[src/rtl/tdes_pkg.sv]
// Shared types and widths for the Triple-DES job sequencer and its helpers.
package tdes_pkg;

   localparam int BLOCK_W   = 64;
   localparam int MSG_SEL_W = 4;
   localparam int KEY_SEL_W = 3;

   typedef enum logic [3:0] {
      IDLE,
      LOAD,
      P1_GO,
      P1_WAIT,
      P2_GO,
      P2_WAIT,
      P3_GO,
      P3_WAIT,
      DONE,
      ERR
   } state_t;

   // True in the launch cycle of any of the three DES passes.
   function automatic logic is_go(input state_t s);
      return (s == P1_GO) || (s == P2_GO) || (s == P3_GO);
   endfunction

   // True while waiting on the core for any of the three passes.
   function automatic logic is_wait(input state_t s);
      return (s == P1_WAIT) || (s == P2_WAIT) || (s == P3_WAIT);
   endfunction

endpackage

[src/rtl/start_edge_detect.sv]
// Registered rising-edge detector for already-synchronized button levels.
module start_edge_detect (
   input  logic clk,
   input  logic rst_n,
   input  logic level,
   output logic rise
);

   logic level_q;

   // Delay the level one cycle and flag a 0->1 transition as a registered pulse.
   always_ff @(posedge clk or negedge rst_n) begin
      if (!rst_n) begin
         level_q <= 1'b0;
         rise    <= 1'b0;
      end else begin
         level_q <= level;
         rise    <= level & ~level_q;
      end
   end

endmodule

[src/rtl/tdes_job_sequencer.sv]
// Runs one Triple-DES job (K1, K2, K1) through a shared single DES core.
module tdes_job_sequencer
   import tdes_pkg::*;
#(
   parameter int TIMEOUT_CYCLES = 1024,
   parameter int TO_W           = 11
) (
   input  logic                 clk,
   input  logic                 rst_n,
   input  logic                 start,
   input  logic                 mode,
   input  logic [MSG_SEL_W-1:0] message_sw,
   input  logic [KEY_SEL_W-1:0] key1_sw,
   input  logic [KEY_SEL_W-1:0] key2_sw,
   output logic [MSG_SEL_W-1:0] tbl_msg_sel,
   output logic [KEY_SEL_W-1:0] tbl_k1_sel,
   output logic [KEY_SEL_W-1:0] tbl_k2_sel,
   input  logic [BLOCK_W-1:0]   tbl_msg,
   input  logic [BLOCK_W-1:0]   tbl_k1,
   input  logic [BLOCK_W-1:0]   tbl_k2,
   output logic                 des_start,
   output logic                 des_decrypt,
   output logic [BLOCK_W-1:0]   des_key,
   output logic [BLOCK_W-1:0]   des_din,
   input  logic                 des_done,
   input  logic [BLOCK_W-1:0]   des_dout,
   output logic                 busy,
   output logic [BLOCK_W-1:0]   result,
   output logic                 result_valid,
   output logic                 err
);

   localparam logic [TO_W-1:0] TO_LAST = TO_W'(TIMEOUT_CYCLES - 1);
   localparam logic [TO_W-1:0] TO_MAX  = TO_W'(TIMEOUT_CYCLES);

   state_t               state, state_nxt;
   logic                 req;
   logic                 mode_q;
   logic [BLOCK_W-1:0]   k1_q, k2_q, blk_q;
   logic [TO_W-1:0]      to_cnt;
   logic                 timeout_hit;
   logic                 in_pass;
   logic                 second_pass;

   start_edge_detect u_start_edge (
      .clk   (clk),
      .rst_n (rst_n),
      .level (start),
      .rise  (req)
   );

   assign timeout_hit = (to_cnt >= TO_LAST);
   assign in_pass     = is_go(state) || is_wait(state);
   assign second_pass = (state == P2_GO) || (state == P2_WAIT);

   // State register.
   always_ff @(posedge clk or negedge rst_n) begin
      if (!rst_n) state <= IDLE;
      else        state <= state_nxt;
   end

   // Next-state selection; core completion only counts while waiting on it.
   always_comb begin
      state_nxt = state;
      case (state)
         IDLE:    if (req) state_nxt = LOAD;
         LOAD:    state_nxt = P1_GO;
         P1_GO:   state_nxt = P1_WAIT;
         P2_GO:   state_nxt = P2_WAIT;
         P3_GO:   state_nxt = P3_WAIT;
         P1_WAIT: if (des_done) state_nxt = P2_GO;
                  else if (timeout_hit) state_nxt = ERR;
         P2_WAIT: if (des_done) state_nxt = P3_GO;
                  else if (timeout_hit) state_nxt = ERR;
         P3_WAIT: if (des_done) state_nxt = DONE;
                  else if (timeout_hit) state_nxt = ERR;
         DONE:    state_nxt = IDLE;
         ERR:     state_nxt = IDLE;
         default: state_nxt = IDLE;
      endcase
   end

   // Core-facing and status outputs decoded from state; data is forced to 0 outside passes.
   always_comb begin
      des_start    = is_go(state);
      des_decrypt  = in_pass & (mode_q ^ second_pass);
      des_key      = '0;
      des_din      = '0;
      if (in_pass) begin
         des_key = second_pass ? k2_q : k1_q;
         des_din = blk_q;
      end
      busy         = (state != IDLE) && (state != DONE) && (state != ERR);
      result_valid = (state == DONE);
      err          = (state == ERR);
   end

   // Job datapath: switch latch, table capture, pass chaining, timeout count, result.
   always_ff @(posedge clk or negedge rst_n) begin
      if (!rst_n) begin
         tbl_msg_sel <= '0;
         tbl_k1_sel  <= '0;
         tbl_k2_sel  <= '0;
         mode_q      <= 1'b0;
         k1_q        <= '0;
         k2_q        <= '0;
         blk_q       <= '0;
         to_cnt      <= '0;
         result      <= '0;
      end else begin
         if (state == IDLE && req) begin
            tbl_msg_sel <= message_sw;
            tbl_k1_sel  <= key1_sw;
            tbl_k2_sel  <= key2_sw;
            mode_q      <= mode;
         end
         if (state == LOAD) begin
            blk_q <= tbl_msg;
            k1_q  <= tbl_k1;
            k2_q  <= tbl_k2;
         end
         if (is_go(state)) to_cnt <= '0;
         if (is_wait(state)) begin
            if (to_cnt < TO_MAX) to_cnt <= to_cnt + 1'b1;
            if (des_done) begin
               blk_q <= des_dout;
               // Loading result on the P3 completion makes it valid in the DONE cycle.
               if (state == P3_WAIT) result <= des_dout;
            end
         end
      end
   end

endmodule

[config.mk]
export PLATFORM = sky130hd
export DESIGN_NAME = tdes_job_sequencer
export DESIGN_NICKNAME = d
export VERILOG_FILES = /design/src/rtl/tdes_pkg.sv /design/src/rtl/start_edge_detect.sv /design/src/rtl/tdes_job_sequencer.sv
export SDC_FILE = /design/constraint.sdc
export NUM_CORES = 1
export LEC_CHECK = 0
export ABC_CLOCK_PERIOD_IN_PS = 2110
export CAP_MARGIN = 10
export CORE_ASPECT_RATIO = 0.7
export CORE_MARGIN = 4
export CORE_UTILIZATION = 35
export CTS_CLUSTER_SIZE = 16
export DETAILED_ROUTE_END_ITERATION = 10
export GPL_TIMING_DRIVEN = 0
export MAX_ROUTING_LAYER = met4
export PLACE_DENSITY_LB_ADDON = 0.08
export RECOVER_POWER = 100
export SYNTH_ARGS = -nofsm -noshare
export SYNTH_HDL_FRONTEND = slang
export SYNTH_HIERARCHICAL = 1
export SYNTH_SLANG_ARGS = --single-unit
[constraint.sdc]
create_clock -name clk -period 2.11 [get_ports clk]
set_clock_uncertainty 0.2 [all_clocks]
set_input_delay 0.422 -clock clk [delete_from_list [all_inputs] [get_ports clk]]
set_output_delay 0.422 -clock clk [all_outputs]
set_load 0.005 [all_outputs]
==> flow_summary.toml, run 1 <==
[outcome]
outcome = "finished, violations left"
violations = "hold timing, setup timing"

[floorplan]
row_count = 58
die_y_um = 168
fp.dieW_um = 237
core-area_um2 = 36000
top_level_ports = 478
initial_utilization = 0.356
die_area_um2 = 39800

[clock_tree]
tritoncts = "done"
cts.root.buffer_cell = "sky130_fd_sc_hd__clkbuf_16"
cts_inserted_buffers = 30
h-tree-depth = 1
clock_path_buffers = 3
clk_pin_slew_worst_paths_ps = 60
cts.sinks = 284
clkLatencyLatePin_ps = 570

[route]
wl_um = 47700
detail-route-antenna-nets = 0
detail_route.first_pass.iterations = 5
routed_wl_per_cell_um = 21.4
drcViolationCount = 0
viasPerCell = 4.86
drt_first_iter_violations = 651
total_via_count_after_detailed_routing = 10850

[setup_path]
r2r_end = "result[57]"
worst-endpoint-arrival_ps = 2190
worstSetupEndpointType = "output port"
reg2reg_depth = 12
worst-setup-path-type = "reg2out"
register_to_register_setup_slack_ps = -430
timing.rr.start = "state[3]"
timing.critical_path.from_type = "register"
worstPathRequired_ps = 1490
critical_path_peak_fanout = 7

[final_layout]
fraction_of_the_core_area_covered_by_cells_at_the_end_of_the_flow = 0.611
area_delta_synth_final_pct = 71.7
num-nets-final = 1998
n_fill_cell = 3017
register_area_um2 = 7110
final_layout_size_suffix_gt1_frac = 0.416
area_occupied_by_multi_input_gates_um2 = 6000

[power_and_ir_drop]
netSwitchingPower_mw = 12.2
power.total_mw = 35.9
share_comb_of_total_power = 0.582
internal_power_mw = 23.8
pwr-share-seq = 0.270
p_per_area_nw_per_um2 = 1630
total_leakage_power_nw = 9.63
power_switching_share = 0.339
power_frac_clock = 0.149
power.ir.vdd_worst_mv = 0.856

[grt]
globalRouteOverflowTotal = 0
grt_first_pass_wirelength_um = 69000
grt_usage = 0.229
grt_max_degree = 115
initial_antenna_violation_count = 6
via_count_of_the_first_global_routing_pass = 11026

[logic_synthesis]
avgSynthCellArea_um2 = 11.7
asyncSetResetFlopFracSynth = 1.00
post_synthesis_sequential_area_ratio = 0.555
synth_flop_cell = "sky130_fd_sc_hd__dfrtp_1"
synth.cell_area_um2 = 12800
synth.yosys.warnings = 6
synth.ff_latch_count = 284
synth.distinct_cells = 47
synth_enable_flop_cells = 0
synth.net_count = 1371
syn_inst = 1099

[placed_design]
gp_congestion = 0.839
port_buffers = 477
detailed_place_hpwl_um = 32000

[sta]
worst-slew-pin-transition_ps = 1190
final-max-slew-violation-count = 0
timing.final.crit_share = 1.33
period_needed_ps = 2810
timing.hold.ws_ps = -107
setup_violators_final = 508
rsz0062_at_grt = "true"
fin_ws_ps = -704
achievable-frequency_mhz = 355
slew-limit-headroom = 0.208
finalHoldViolCount = 81

[min_path]
min_path_type = "in2async"

[run]
number_of_max_capacitance_violations_reported = 0
## power groups by stage
stage / combinational (mW) / clock, mW / sequential (mW)
6_report: 20.9 / 5.34 / 9.70
4_1_cts: 17.9 / 5.48 / 9.54
3_5_place_dp: 15.3 / 0 / 9.54
2_1_floorplan: 7.36 / 0 / 9.29
5_1_grt: 22.3 / 5.72 / 10.1
3_3_place_gp: 15.2 / 0 / 9.48
## sequential cells by signal, indices dropped and copies added, names as in the netlist
signal / cells
result: 64
k2_q: 64
blk_q: 64
tbl_k2_sel: 3
tbl_msg_sel: 4
tbl_k1_sel: 3
state: 4
mode_q: 1
u_start_edge/level_q: 1
k1_q: 64
to_cnt: 11
u_start_edge/rise: 1
## synth_stat cells (2+ instances only)
cell type                  instances  share of area
sky130_fd_sc_hd__or3_1             2        0.00098
sky130_fd_sc_hd__nand2_1         204          0.060
sky130_fd_sc_hd__clkbuf_1         32         0.0094
sky130_fd_sc_hd__mux2i_1          65          0.051
sky130_fd_sc_hd__o31ai_1           5         0.0029
sky130_fd_sc_hd__nand4_1           3         0.0015
sky130_fd_sc_hd__nor2_1            6         0.0018
sky130_fd_sc_hd__and2_1           64          0.031
sky130_fd_sc_hd__buf_2            15         0.0059
sky130_fd_sc_hd__a31oi_1           2        0.00098
sky130_fd_sc_hd__dfrtp_1         284           0.55
sky130_fd_sc_hd__a21oi_1          70          0.027
sky130_fd_sc_hd__buf_6            13          0.011
sky130_fd_sc_hd__nor3_2            2         0.0016
sky130_fd_sc_hd__buf_4            17          0.010
sky130_fd_sc_hd__inv_1             6         0.0018
sky130_fd_sc_hd__o21ai_1          10         0.0039
sky130_fd_sc_hd__mux2_2          170           0.15
sky130_fd_sc_hd__nand3_1           6         0.0023
sky130_fd_sc_hd__o21a_1            2         0.0012
sky130_fd_sc_hd__mux2_1           33          0.029
sky130_fd_sc_hd__nand4b_1          2         0.0014
sky130_fd_sc_hd__o21ai_0          62          0.024
## metal layers
metal,GRT usage,vias to the layer above,wire length [um]
li1,-,5062,-
met1,0.306,5444,21400
met2,0.364,284,22900
met3,0.0490,60,2490
met4,0.0497,0,937
met5,-,-,0
## area by class of cell
| class | count | share of cell area |
|---|---|---|
| Antenna cell | 6 | 0.000682 |
| Buffer | 70 | 0.0445 |
| Clock buffer | 44 | 0.0411 |
| Clock inverter | 10 | 0.00353 |
| Inverter | 6 | 0.00102 |
| Multi-Input combinational cell | 731 | 0.273 |
| Sequential cell | 284 | 0.323 |
| Tap cell | 480 | 0.0273 |
| Timing Repair Buffer | 603 | 0.286 |
## critical path: stages, from the launching register on
cell and delay [ps]:
sky130_fd_sc_hd__dfrtp_1 370, sky130_fd_sc_hd__buf_6 120, sky130_fd_sc_hd__buf_12 120, sky130_fd_sc_hd__nor3b_4 190, sky130_fd_sc_hd__buf_6 200, sky130_fd_sc_hd__buf_8 140
sky130_fd_sc_hd__buf_6 120, sky130_fd_sc_hd__nand2_2 50, sky130_fd_sc_hd__a21oi_2 160, sky130_fd_sc_hd__buf_2 140
## per-stage QoR
stage | setup WS, ps | hold slack, ps | TNS, ps | cells | cell area (um2)
global route | -803 | -3.83 | -253870 | 2234 | 22000
CTS | -751 | -347 | -89900 | 2192 | 20700
finish | -704 | -107 | -173740 | 2234 | 22000
detailed placement | -1060 | 233 | -181160 | 2058 | 18300
global placement | -12860 | 233 | -3813030 | 2056 | 18200
floorplan | 46.6 | -73.6 | 0 | 1099 | 12800
## cell usage in the layout, fill, tap and decap left out, types with 6 or more instances in the layout
cell                                n
sky130_fd_sc_hd__mux2i_1           60
sky130_fd_sc_hd__buf_12            40
sky130_fd_sc_hd__and2_4            54
sky130_fd_sc_hd__nand2_2           31
sky130_fd_sc_hd__mux2_4            53
sky130_fd_sc_hd__clkinv_2           8
sky130_fd_sc_hd__buf_16            10
sky130_fd_sc_hd__mux2_1            23
sky130_fd_sc_hd__and2_1            10
sky130_fd_sc_hd__clkbuf_2          10
sky130_fd_sc_hd__a21oi_2           50
sky130_fd_sc_hd__clkbuf_8          14
sky130_fd_sc_hd__clkbuf_16         48
sky130_fd_sc_hd__nand3_1            6
sky130_fd_sc_hd__dlygate4sd2_1     15
sky130_fd_sc_hd__mux2_2           127
sky130_fd_sc_hd__nand2_4           16
sky130_fd_sc_hd__buf_8             21
sky130_fd_sc_hd__o21ai_1           33
sky130_fd_sc_hd__o21ai_0           39
sky130_fd_sc_hd__clkbuf_1           6
sky130_fd_sc_hd__buf_6            108
sky130_fd_sc_hd__dfrtp_1          282
sky130_fd_sc_hd__diode_2            6
sky130_fd_sc_hd__buf_4             37
sky130_fd_sc_hd__buf_2             74
sky130_fd_sc_hd__clkbuf_4           6
sky130_fd_sc_hd__nand2_1          157
sky130_fd_sc_hd__clkdlybuf4s50_1  327
sky130_fd_sc_hd__a21oi_1           20
## cells by family (layout without fill, tap and decap cells)
group	after synthesis	in the layout	synth area share
xor gates and xnor gates	1	1	0.000684
muxes	268	268	0.229
adders and majority gates	1	1	0.000976
buffers and inverters	84	733	0.0387
and+or+nand+nor	300	300	0.109
DFF	284	284	0.555
other	0	6	0
AOI/OAI and AO/OA	161	161	0.0672
## what timing repair did
| item | CTS | global route |
|---|---|---|
| setup endpoints to repair | 375 | 411 |
| pin swaps | 57 | 76 |
| endpoints found under the hold margin | 81 | 81 |
| gates resized for setup | 784 | 349 |
| setup buffers | 64 | 36 |
| cloned | 17 | 14 |
## worst max-delay path by stage
stage	from	endpoint	slack [ps]	cells past startpoint
2_1_floorplan	state[3]	des_key[10]	50	6
3_5_place_dp	state[3]	des_din[52]	-1060	6
6_report	state[3]	des_key[59]	-700	9
4_1_cts	state[3]	des_key[57]	-750	9
5_1_grt	state[3]	des_key[39]	-800	9
3_3_place_gp	rst_n	result[51]	-12860	1
No activity file was read; power rests on OpenSTA's default activity.
==> inputs of run 2 (changes only) <==
--- a/config.mk
+++ b/config.mk
@@ -16,6 +16,7 @@
 export MAX_ROUTING_LAYER = met4
 export PLACE_DENSITY_LB_ADDON = 0.08
 export RECOVER_POWER = 100
+export REMOVE_ABC_BUFFERS = 1
 export SYNTH_ARGS = -nofsm -noshare
 export SYNTH_HDL_FRONTEND = slang
 export SYNTH_HIERARCHICAL = 1
==> run 2 against run 1 <==
The flow finishes with violations (setup timing). Non-clock buffer count shrank 2. Cell area grew 0.31%. Routed wire length increased by 4.4%. Final cell count rose by 0.45%. Register-to-register slack lost 110 ps. Die area unchanged. Sequential power rose by 0.8%. Sequential share of layout area is 0.067 points lower. Flip-flop and latch count stayed put. Via count rose by 0.67%. Global-route usage grew 0.72 points. Worst setup slack worse by 140 ps. Largest cell class is now sequential cells. Largest power group unchanged. Highest routed layer unchanged.
==> flow_summary.toml, run 2 (synthesis results as in run 1) <==
[sta]
period_needed_ps = 2960
achievable-frequency_mhz = 338
final-max-slew-violation-count = 0
worst-slew-pin-transition_ps = 1130
rsz0062_at_grt = "true"
fin_ws_ps = -849
setup_violators_final = 404
totalNegativeSetupSlack_ps = -182320
finalHoldViolCount = 0
timing.hold.ws_ps = 199
slew-limit-headroom = 0.245
timing.final.crit_share = 1.40

[clock_tree]
h-tree-depth = 1
clk_pin_slew_worst_paths_ps = 60
tritoncts = "done"
cts.root.buffer_cell = "sky130_fd_sc_hd__clkbuf_16"
cts_inserted_buffers = 31
clock_path_buffers = 3
cts.sinks = 284
clkLatencyLatePin_ps = 560

[grt]
grt_first_pass_wirelength_um = 70300
grt_usage = 0.236
grt_max_degree = 108
globalRouteOverflowTotal = 0
initial_antenna_violation_count = 9
via_count_of_the_first_global_routing_pass = 11015

[setup_path]
critical_path_peak_fanout = 8
worstSetupStartpoint = "state[1]"
worstSetupEndpointType = "output port"
reg2reg_depth = 14
timing.rr.start = "state[1]"
worstPathRequired_ps = 1490
timing.critical_path.from_type = "register"
worst-setup-path-type = "reg2out"
worst-endpoint-arrival_ps = 2340
cp-endpoint = "des_key[42]"
register_to_register_setup_slack_ps = -540
r2r_end = "result[21]"

[route]
detail_route.first_pass.iterations = 5
routed_wl_per_cell_um = 22.2
detail-route-antenna-nets = 0
wl_um = 49800
drt_first_iter_violations = 419
viasPerCell = 4.87
drcViolationCount = 0
total_via_count_after_detailed_routing = 10923

[outcome]
violations = "setup timing"
outcome = "finished, violations left"

[power_and_ir_drop]
p_per_area_nw_per_um2 = 1660
power.ir.vdd_worst_mv = 0.791
power_frac_clock = 0.162
total_leakage_power_nw = 9.57
share_comb_of_total_power = 0.572
pwr-share-seq = 0.266
power.total_mw = 36.7
netSwitchingPower_mw = 12.5
power_switching_share = 0.341
internal_power_mw = 24.2

[placed_design]
gp_congestion = 0.816
pre_cts_ws_ps = -1040
port_buffers = 477
detailed_place_hpwl_um = 31000

[final_layout]
num-nets-final = 2003
n_fill_cell = 2980
mostFrequentLayoutCells = "sky130_fd_sc_hd__clkdlybuf4s50_1, sky130_fd_sc_hd__dfrtp_1, sky130_fd_sc_hd__mux2_2, sky130_fd_sc_hd__nand2_1"
final_layout_size_suffix_gt1_frac = 0.415
mostFrequentLayoutCell = "sky130_fd_sc_hd__clkdlybuf4s50_1"
area_delta_synth_final_pct = 72.3
fraction_of_the_core_area_covered_by_cells_at_the_end_of_the_flow = 0.613

[floorplan]
top_level_ports = 478
core-area_um2 = 36000
die_y_um = 168
fp.dieW_um = 237
initial_utilization = 0.356
die_area_um2 = 39800
row_count = 58

[min_path]
min_path_type = "reg2reg"

[run]
number_of_max_capacitance_violations_reported = 0
==> run 2: cell count changes in the layout (fill, tap and decap cells not counted), moves of 14 or more <==
cell | previous run | this run
sky130_fd_sc_hd__nand2_1 | 157 | 139
sky130_fd_sc_hd__a21oi_1 | 20 | 39
sky130_fd_sc_hd__dlygate4sd2_1 | 15 | 0
sky130_fd_sc_hd__mux2_4 | 53 | 39
sky130_fd_sc_hd__o21ai_1 | 33 | 15
sky130_fd_sc_hd__nand2_4 | 16 | 32
sky130_fd_sc_hd__buf_4 | 37 | 78
sky130_fd_sc_hd__o21ai_0 | 39 | 55
sky130_fd_sc_hd__buf_6 | 108 | 78
sky130_fd_sc_hd__clkdlybuf4s50_1 | 327 | 342
sky130_fd_sc_hd__mux2_2 | 127 | 143
sky130_fd_sc_hd__a21oi_2 | 50 | 31
==> run 2: stage by stage <==
| step | instance area (um2) | cells |
|---|---|---|
| after floorplan | 12300 | 1021 |
| after global placement | 17700 | 1978 |
| after detailed placement | 18500 | 2013 |
| after CTS | 20500 | 2144 |
| after global routing | 22100 | 2244 |
| final | 22100 | 2244 |
==> run 2: what timing repair did <==
action	4_1_cts	5_1_grt
cloned	15	15
hold buffers	1	0
hold endpoints to repair	74	0
resized for setup	570	309
endpoints found under the setup margin	433	439
setup buffers	59	83
pin swaps	66	67
==> run 2: worst min path at each step <==
stage,from,end,depth (start not counted)
2_1_floorplan,rst_n,blk_q[0],0
3_3_place_gp,u_start_edge/level_q,u_start_edge/rise,1
3_5_place_dp,u_start_edge/level_q,u_start_edge/rise,1
4_1_cts,start,u_start_edge/level_q,1
5_1_grt,des_dout[12],blk_q[12],3
6_report,u_start_edge/level_q,u_start_edge/rise,1
==> run 2: critical path, cell delays in order, from the launching register on <==
cell                      delay (ps)
sky130_fd_sc_hd__dfrtp_4         490
sky130_fd_sc_hd__buf_6           130
sky130_fd_sc_hd__or3b_4          450
sky130_fd_sc_hd__buf_12          160
sky130_fd_sc_hd__buf_8           120
sky130_fd_sc_hd__buf_16          160
sky130_fd_sc_hd__nand2_4          60
sky130_fd_sc_hd__a21oi_2          40
sky130_fd_sc_hd__buf_2           140
==> run 2: final cells by class <==
| type | count | area [um2] | area share |
|---|---|---|---|
| diodes | 9 | 22.5 | 0.00102 |
| flip-flops and latches | 284 | 7120 | 0.322 |
| clock inverters | 16 | 241 | 0.0109 |
| multi-input cells | 737 | 6090 | 0.276 |
| repair buffers | 671 | 7100 | 0.322 |
| inverters | 6 | 26.3 | 0.00119 |
| clock buffers | 41 | 873 | 0.0396 |
| well taps | 480 | 601 | 0.0272 |
==> run 2: power by group through the flow <==
stage | Sequential, mW | Clock [mW] | Combinational (mW)
3_5_place_dp | 9.61 | 0 | 15.8
2_1_floorplan | 9.31 | 0 | 6.10
4_1_cts | 9.61 | 6.11 | 17.8
5_1_grt | 10.1 | 6.37 | 22.4
6_report | 9.78 | 5.96 | 21.0
3_3_place_gp | 9.16 | 0 | 11.9
==> run 2: routing by layer <==
metal / vias up / wire, um / GRT usage
met5: - / 0 / -
met4: 0 / 912 / 0.0368
met3: 53 / 3880 / 0.0855
met2: 322 / 23800 / 0.381
met1: 5477 / 21200 / 0.294
li1: 5071 / - / -
